## config.mk

```make
export PLATFORM = sky130hd
export DESIGN_NAME = dcache_write_buffer
export DESIGN_NICKNAME = d
export VERILOG_FILES = /design/src/rtl/dcache_write_buffer.sv
export SDC_FILE = /design/constraint.sdc
export NUM_CORES = 1
export LEC_CHECK = 0
export BUFFER_PORTS_ARGS = -buffer_cell sky130_fd_sc_hd__buf_2
export CORE_ASPECT_RATIO = 0.9
export CORE_MARGIN = 8
export CORE_UTILIZATION = 30
export CTS_CLUSTER_DIAMETER = 200
export DETAILED_ROUTE_END_ITERATION = 12
export PLACE_DENSITY_LB_ADDON = 0.15
export SLEW_MARGIN = 0
export SYNTH_ARGS = -nofsm -noshare
export SYNTH_HDL_FRONTEND = slang
export SYNTH_SLANG_ARGS = --single-unit
```

## constraint.sdc

```tcl
create_clock -name CLK -period 5 [get_ports CLK]
set_input_delay 0.75 -clock CLK [delete_from_list [all_inputs] [get_ports CLK]]
set_output_delay 0.75 -clock CLK [all_outputs]
set_load 0.01 [all_outputs]
```

## src/rtl/dcache_write_buffer.sv

```systemverilog
// Posted-write FIFO between the data cache and data_memory: absorbs write-backs, drains them in order,
// forwards buffered data to cache reads and lets read misses go to memory ahead of further drains.
module dcache_write_buffer #(
    parameter int DEPTH  = 4,
    parameter int ADDR_W = 6,
    parameter int DATA_W = 32
) (
    input  logic              CLK,
    input  logic              RESET,
    input  logic              c_read,
    input  logic              c_write,
    input  logic [ADDR_W-1:0] c_address,
    input  logic [DATA_W-1:0] c_writedata,
    output logic [DATA_W-1:0] c_readdata,
    output logic              c_busywait,
    output logic              mem_read,
    output logic              mem_write,
    output logic [ADDR_W-1:0] mem_address,
    output logic [DATA_W-1:0] mem_writedata,
    input  logic [DATA_W-1:0] mem_readdata,
    input  logic              mem_busywait
);
    localparam int PTR_W = $clog2(DEPTH);
    localparam int CNT_W = PTR_W + 1;

    localparam logic [1:0] IDLE      = 2'd0;
    localparam logic [1:0] DRAIN     = 2'd1;
    localparam logic [1:0] MEM_READ  = 2'd2;
    localparam logic [1:0] READ_DONE = 2'd3;

    logic [1:0]        state;
    logic [PTR_W-1:0]  head;
    logic [PTR_W-1:0]  tail;
    logic [CNT_W-1:0]  count;
    logic [ADDR_W-1:0] addr_q [DEPTH];
    logic [DATA_W-1:0] data_q [DEPTH];
    logic [DATA_W-1:0] rd_q;

    logic              hit;
    logic [DATA_W-1:0] hit_data;
    logic              co_hit;
    logic [PTR_W-1:0]  co_idx;
    logic [PTR_W-1:0]  idx;
    logic              pop;
    logic              miss;
    logic              wr_acc;
    logic              append;
    logic [DATA_W-1:0] head_data;

    // Scan oldest to newest so the last match is the newest copy of an address.
    // The draining head is visible to reads but must not be coalesced into.
    always_comb begin
        hit      = 1'b0;
        hit_data = '0;
        co_hit   = 1'b0;
        co_idx   = '0;
        idx      = '0;
        for (int k = 0; k < DEPTH; k++) begin
            idx = head + PTR_W'(k);
            if ((CNT_W'(k) < count) && (addr_q[idx] == c_address)) begin
                hit      = 1'b1;
                hit_data = data_q[idx];
                if (!(k == 0 && state == DRAIN)) begin
                    co_hit = 1'b1;
                    co_idx = idx;
                end
            end
        end
    end

    assign pop    = (state == DRAIN) && !mem_busywait;
    assign miss   = c_read && !hit;
    assign wr_acc = c_write && !c_read && ((count < CNT_W'(DEPTH)) || pop);
    assign append = wr_acc && !co_hit;

    // A coalesce into the head on the same edge a drain starts must reach memory.
    assign head_data = (wr_acc && co_hit && co_idx == head) ? c_writedata : data_q[head];

    assign c_busywait = c_read ? !(hit || state == READ_DONE) : (c_write && !wr_acc);
    assign c_readdata = (c_read && hit) ? hit_data : rd_q;

    always_ff @(posedge CLK) begin
        if (RESET) begin
            state         <= IDLE;
            head          <= '0;
            tail          <= '0;
            count         <= '0;
            rd_q          <= '0;
            mem_read      <= 1'b0;
            mem_write     <= 1'b0;
            mem_address   <= '0;
            mem_writedata <= '0;
        end else begin
            if (append) begin
                addr_q[tail] <= c_address;
                data_q[tail] <= c_writedata;
                tail         <= tail + 1'b1;
            end
            if (wr_acc && co_hit) begin
                data_q[co_idx] <= c_writedata;
            end
            if (pop) begin
                head <= head + 1'b1;
            end
            if (append && !pop) begin
                count <= count + 1'b1;
            end else if (pop && !append) begin
                count <= count - 1'b1;
            end

            case (state)
                IDLE: begin
                    if (miss) begin
                        state       <= MEM_READ;
                        mem_read    <= 1'b1;
                        mem_address <= c_address;
                    end else if (count != '0) begin
                        state         <= DRAIN;
                        mem_write     <= 1'b1;
                        mem_address   <= addr_q[head];
                        mem_writedata <= head_data;
                    end
                end
                DRAIN: begin
                    if (pop) begin
                        mem_write <= 1'b0;
                        if (miss) begin
                            state       <= MEM_READ;
                            mem_read    <= 1'b1;
                            mem_address <= c_address;
                        end else begin
                            state <= IDLE;
                        end
                    end
                end
                MEM_READ: begin
                    if (!mem_busywait) begin
                        rd_q     <= mem_readdata;
                        mem_read <= 1'b0;
                        state    <= READ_DONE;
                    end
                end
                default: begin
                    state <= IDLE;
                end
            endcase
        end
    end
endmodule

```

=== Word-level counts from Yosys, hierarchy flattened ===
Memory sizes are Yosys's and may differ from the RTL's. A register that Yosys moved wholly into a read port is not among the register bits.
Index checks and enable logic that the tools add are counted.

* $add $sub $neg: 6
* Magnitude comparators: 5
* Equal/unequal tests: 14
* Muxes and demuxes: 55
* Bitwise logic cells: 2
* Reductions and logical operators: 37

{| class="wikitable"
|+ Operator list
! operator !! number
|-
| 32-bit 2-to-1 mux || 7
|-
| 32-bit OR reduction || 1
|-
| 2-bit 2-to-1 mux || 15
|-
| 6-bit == test || 4
|-
| 6-bit 2-to-1 mux || 4
|-
| 1-bit 2-to-1 mux || 23
|-
| 1-bit logical AND || 15
|-
| 6-bit case mux with 2 select lines || 1
|-
| 2-bit inequality test, second input constant || 5
|-
| 3-bit AND reduction || 3
|-
| 1-bit logical NOT || 8
|-
| 4-bit AND reduction || 2
|-
| 1-bit by 3-bit < comparator with 1-bit output, first input constant || 2
|-
| 2-bit by 3-bit < comparator with 1-bit output, first input constant || 2
|-
| 3-bit 2-to-1 mux || 2
|-
| 2-bit case mux with 3 select lines || 1
|-
| 3-bit nonzero test || 2
|-
| 2-bit by 1-bit adder with 2-bit output, second input constant || 2
|-
| 2-bit adder, second input constant || 2
|-
| 2-bit == test, second input constant || 2
|-
| 2-bit nonzero test || 2
|-
| 3-bit by 1-bit adder with 3-bit output, second input constant || 1
|-
| 3-bit < comparator, second input constant || 1
|-
| 3-bit inequality test, second input constant || 1
|-
| 9 further kinds || 11
|}

* Register bits: 81
* Bits in writable memories: 152
* Bits of input ports: 75
* Output and inout port bits: 73
* Word-level logic and storage cells: 130
* Memories: 2

{| class="wikitable"
|+ Memory list
! memory !! words !! width !! read ports !! clocked after Yosys merged registers in !! wr ports !! line !! RTL
|-
| data_q || 4 || 32 || 4 || 1 || 1 || 36 || <nowiki>logic [DATA_W-1:0] data_q [DEPTH];</nowiki>
|-
| addr_q || 4 || 6 || 4 || 1 || 1 || 35 || <nowiki>logic [ADDR_W-1:0] addr_q [DEPTH];</nowiki>
|}

=== Depth between registers and ports, before layout ===
An unclocked memory read counts as a cell.

* Depth in word-level cells: 13
* Gate-level depth with buffers: 16
* Mapped depth without buffers: 13

=== Worst setup path after synthesis ===
No wires, ideal clock.

* Path type: reg-to-reg
* Start point: reg head[0]
* End point: mem data_q[0][0] (enable)
* Library setup time: 425 ps
* Arrival time: 4,177 ps
* Required time: 4,575 ps
* Slack: 398 ps
* Cell stages (with the launch flop): 14
* Path buffers: 4
* Clock period less this slack: 4,602 ps
* Cell sequence: dfxtp_1 > buf_2 > buf_4 > buf_2 > mux2i_1 > xnor2_1 > nor3_1 > o21a_1 > and2_1 > clkbuf_1 > o41ai_1 > mux2i_1 > o31ai_1 > nor2b_1

* Cells in the longest elaborated chain, start to end: 13
* Elaborated cells on any way between the ends: 30
* Those cells by class: 3 x add/sub; 3 x eq/ne; 16 x mux; 7 x reduce/logical; 1 x memory

{| class="wikitable"
|+ Ends and longest elaborated chain
! element !! line !! RTL
|-
| from (decl) || 32 || <nowiki>logic [PTR_W-1:0] head;</nowiki>
|-
| from (signal assigned) || 103 || <nowiki>head <= head + 1'b1;</nowiki>
|-
| 2-bit by 1-bit adder with 2-bit output || 59 || <nowiki>idx = head + PTR_W'(k);</nowiki>
|-
| memory read 4 x 6 bit || -- ||
|-
| 6-bit == test || 60 || <nowiki>if ((CNT_W'(k) < count) && (addr_q[idx] == c_address)) begin</nowiki>
|-
| 1-bit logical AND || 60 ||
|-
| 1-bit 2-to-1 mux (3 in series) || 60 ||
|-
| 1-bit logical AND or 1-bit logical NOT (tied branches) || 99, 74 ||
|-
| 1-bit 2-to-1 mux or 1-bit logical AND (tied branches) || 99, 74 ||
|-
| 1-bit 2-to-1 mux, on equally long branches || 83, 94 ||
|-
| 1-bit 2-to-1 mux, on equally long branches || 100, 83 ||
|-
| 32-bit OR reduction (no line) or 1-bit 2-to-1 mux (tied branches) || -- ||
|-
| 2-bit 2-to-1 mux (no line) or 1-bit 2-to-1 mux (tied branches) || -- ||
|-
| to (decl) || 36 ||
|}

Several ways; a longest one is shown, not always the timed one.

=== Worst setup path after layout ===
* Start point: reg head[0]
* End point: out c_readdata[30]

* Cells in the longest elaborated chain, start to end: 9
* Elaborated cells on any way between the ends: 19
* Those cells by class: 3 x add/sub; 3 x eq/ne; 7 x mux; 4 x reduce/logical; 2 x memory

{| class="wikitable"
|+ Ends and longest elaborated chain
! element !! line !! RTL
|-
| 2-bit by 1-bit adder with 2-bit output || 59 ||
|-
| memory read 4 x 6 bit || -- ||
|-
| 6-bit == test || 60 ||
|-
| 1-bit logical AND || 60 ||
|-
| 1-bit 2-to-1 mux (3 in series) || 60 ||
|-
| 1-bit logical AND || 80 || <nowiki>assign c_readdata = (c_read && hit) ? hit_data : rd_q;</nowiki>
|-
| 32-bit 2-to-1 mux (*) || 80 ||
|-
| to (decl) || 14 || <nowiki>output logic [DATA_W-1:0] c_readdata,</nowiki>
|}

Every way passes the cells marked *; elsewhere a longest branch is shown, timed or not.

==> impl_metrics.toml <==
[hold_path]
holdPathEnd = "rd_q[28]"
min_from = "mem_readdata[28]"
min_path_type = "in -> reg"
hold_depth = 3

[power_and_ir_drop]
irDropWorstVdd_uv = 211
power.share.sequential_pct = 45.2
pwr-share-clk_pct = 39.1
p_int_w = 0.00363
switchingPower_w = 0.00132
power_leakage_nw = 5.20
swShare_pct = 26.6
p_per_area_nw_per_um2 = 313
combPwrFrac_pct = 15.7

[route]
dr.pass1.iters = 4
totalWireLength_um = 40700
final_antenna_net_count = 0
num_vias = 9507
via_per_inst = 5.25
wl_per_cell_um = 22.5
drc = 0
drt_iter0_markers = 690

[sta]
finalHoldViolCount = 0
max_freq_mhz = 213
fin_skew_ns = 0.00791
drv_slew = 0
rsz0062_at_grt = "no"
period_share_pct = 93.9
fin_crit_ns = 4.69
setup-violations-final = 0
relSlewSlack_pct = 45.7
setup_tns_ns = 0
tightestPinTransition_ns = 0.808

[floorplan]
die_y_um = 217
num_io_pins = 148
die_area_um2 = 52000
rows = 73
start_util_pct = 30.4
core_um2 = 44300
die_x_um = 239

[place]
io_buffers = 147
hpwlAfterDp_um = 27400
place_congestion = 0.788
placed_cells = 1759

[grt]
grt_pass1_vias = 9690
antenna_found_initial = 4
grt_max_degree = 56
grtUsageTotal_pct = 15.4
grt_pass1_wl_um = 61800
grt_overflow = 0

[synthesis]
synth-seq-cells = 235
synth_nets = 1160
yosys.cell_types.count = 51
syn_avg_cell_area_um2 = 12.5
yosys_warnings = 0
syn_area_um2 = 13500
synth-edff-count = 152
seq_area_frac_synth_pct = 46.2
synthTopCellsByArea = "edfxtp_1 (34%), mux4_2 (17%), dfxtp_1 (12%), mux2i_1 (4.7%), o2bb2ai_2 (3.3%)"
ys.flop_type = "edfxtp_1"
syn_inst = 1076
synthDominantCellAreaShare_pct = 33.8
async_reset_ff_share_pct = 0
synth_area_leader_cell = "edfxtp_1"
synth_most_common_cell = "edfxtp_1"
netlist_top_cells_count = "edfxtp_1 (152), nand2_1 (113), mux4_2 (102), dfxtp_1 (83), clkbuf_1 (82)"

[finish]
syn2layout_area_growth_pct = 17.4
stdcell_count = 1811
drive_gt1_share_pct = 33.7
fillCellCount = 4357
nets = 1273

[critical_path]
arrival_ns = 3.94
cp_slowest_stage_delay_ns = 0.52
slowest_stage = "dfxtp_4"
critPathMaxFanout = 38
path_class = "reg -> out"
crit_path_cell_trace = "buf_8 -> mux2i_1 -> xnor2_1 -> nor3_1 -> o21a_1 -> and2_2 -> o41ai_2 -> buf_4 -> mux2_1 -> buf_2"
path_delay_family = "buffers and inverters"
reg2reg_to = "mem_writedata[6]"
reg2reg_from = "head[0]"
critical_path_required_ns = 4.25
endpoint_kind = "primary output"
reg2reg_depth = 10
r2r_slack_ns = 0.77
crit_buf_inv = 3
start_kind = "flip-flop"

[cts]
cts_tree = "yes"
cts_sinks = 235
clockRootBuffer = "clkbuf_16"
cts_setup_buffers = 0
clk_latency_ns = 0.56
clockBufferDepth = 3
numCtsBuffers = 28
cts_htree_levels = 1
cts.clk_slew.worst_paths_ns = 0.06

[run_status]
outcome = "completed"

[run]
drv_cap = 0
layout by cell type (no fill, tap or decap), types with 5 or more instances in the layout:
cell type	count
a21oi_1	41
xor2_1	10
a31oi_1	6
nand2_1	113
o21a_1	8
clkbuf_1	6
clkbuf_8	7
buf_4	33
a311oi_1	25
o31ai_1	26
o2bb2ai_2	30
inv_1	5
clkinv_1	5
nor2b_1	7
mux2_1	24
mux2_2	24
edfxtp_1	152
nor3_1	7
clkbuf_16	28
nor2_1	72
and3_1	12
o21ai_1	31
mux2i_1	64
buf_2	147
xnor2_1	21
mux4_2	102
o211ai_1	27
dfxtp_1	79
ha_1	9
a211oi_1	34
logic make-up (layout without fill, tap and decap cells):
| kind of cell | after synthesis | after routing | share of synthesized area, % |
|---|---|---|---|
| xor+xnor | 31 | 31 | 2.01 |
| buf+inv | 111 | 245 | 3.41 |
| fa+ha+maj | 9 | 9 | 0.835 |
| other cells | 0 | 1 | 0 |
| mux | 214 | 214 | 25.8 |
| flops | 235 | 235 | 46.2 |
| compound gates | 242 | 242 | 14.2 |
| simple gates | 234 | 234 | 7.60 |
area by class of cell:
type | instances | area [um2] | share of cell area (%)
clock inverter | 10 | 55.1 | 0.348
inverter | 8 | 30.0 | 0.190
clock buffer | 41 | 820 | 5.18
sequential | 235 | 6240 | 39.4
timing repair buffer | 186 | 1090 | 6.89
multi-input combinational | 730 | 6840 | 43.2
antenna | 1 | 2.50 | 0.0158
tap | 600 | 751 | 4.74
sequential cells by signal, indices dropped and copies added (netlist names), named ones only:
signal and cells:
mem_writedata 32, head 2, mem_write 1, data_q 128
count 3, addr_q 24, rd_q 32, state 2
tail 2, mem_address 6, mem_read 1
per-stage QoR:
stage          setup WS [ns]  hold WS, ns  total power, W  cell area, um2  util (%)
2_1_floorplan          0.398        0.434         0.00279           13500         -
3_3_place_gp           0.621        0.439         0.00307           14900      33.7
3_5_place_dp           0.604        0.445         0.00307           14900      33.7
4_1_cts              0.00485        0.398         0.00503           15800      35.7
5_1_grt               0.0165        0.407         0.00518           15800      35.7
6_report               0.306        0.427         0.00495           15800      35.7
how the worst max path moves through the flow:
| stage | from | endpoint | slack, ns | depth (start not counted) |
|---|---|---|---|---|
| after floorplan | head[0] | data_q[0][0] | 0.40 | 13 |
| after global placement | head[0] | c_readdata[30] | 0.62 | 10 |
| after detailed placement | head[0] | c_readdata[30] | 0.60 | 10 |
| after CTS | head[0] | c_readdata[30] | 0.005 | 10 |
| after global routing | head[0] | c_readdata[30] | 0.02 | 10 |
| final | head[0] | c_readdata[30] | 0.31 | 10 |
power groups by stage:
stage          Clock [W]  Combinational (W)  Sequential (W)
2_1_floorplan          0           0.000521         0.00226
3_3_place_gp           0           0.000791         0.00228
3_5_place_dp           0           0.000790         0.00228
4_1_cts          0.00200           0.000794         0.00224
5_1_grt          0.00208           0.000853         0.00225
6_report         0.00193           0.000775         0.00224
routing by layer:
metal / vias up / track usage (%) / wire, um
met5: - / 0 / 23
met4: 4 / 2.95 / 679
met1: 4788 / 21.4 / 19200
li1: 4449 / - / -
met3: 50 / 3.07 / 1930
met2: 216 / 24.7 / 18900
tightest hold or removal path: stages:
cell     delay (ns)
buf_2          0.09
nand2_1        0.04
a21oi_1        0.05
timing repair:
action | 4_1_cts | 5_1_grt
hold buffers | 0 | 0
endpoints found under the setup margin | 0 | 28
resized for setup | 0 | 5
(Power assumes the default switching activity.)
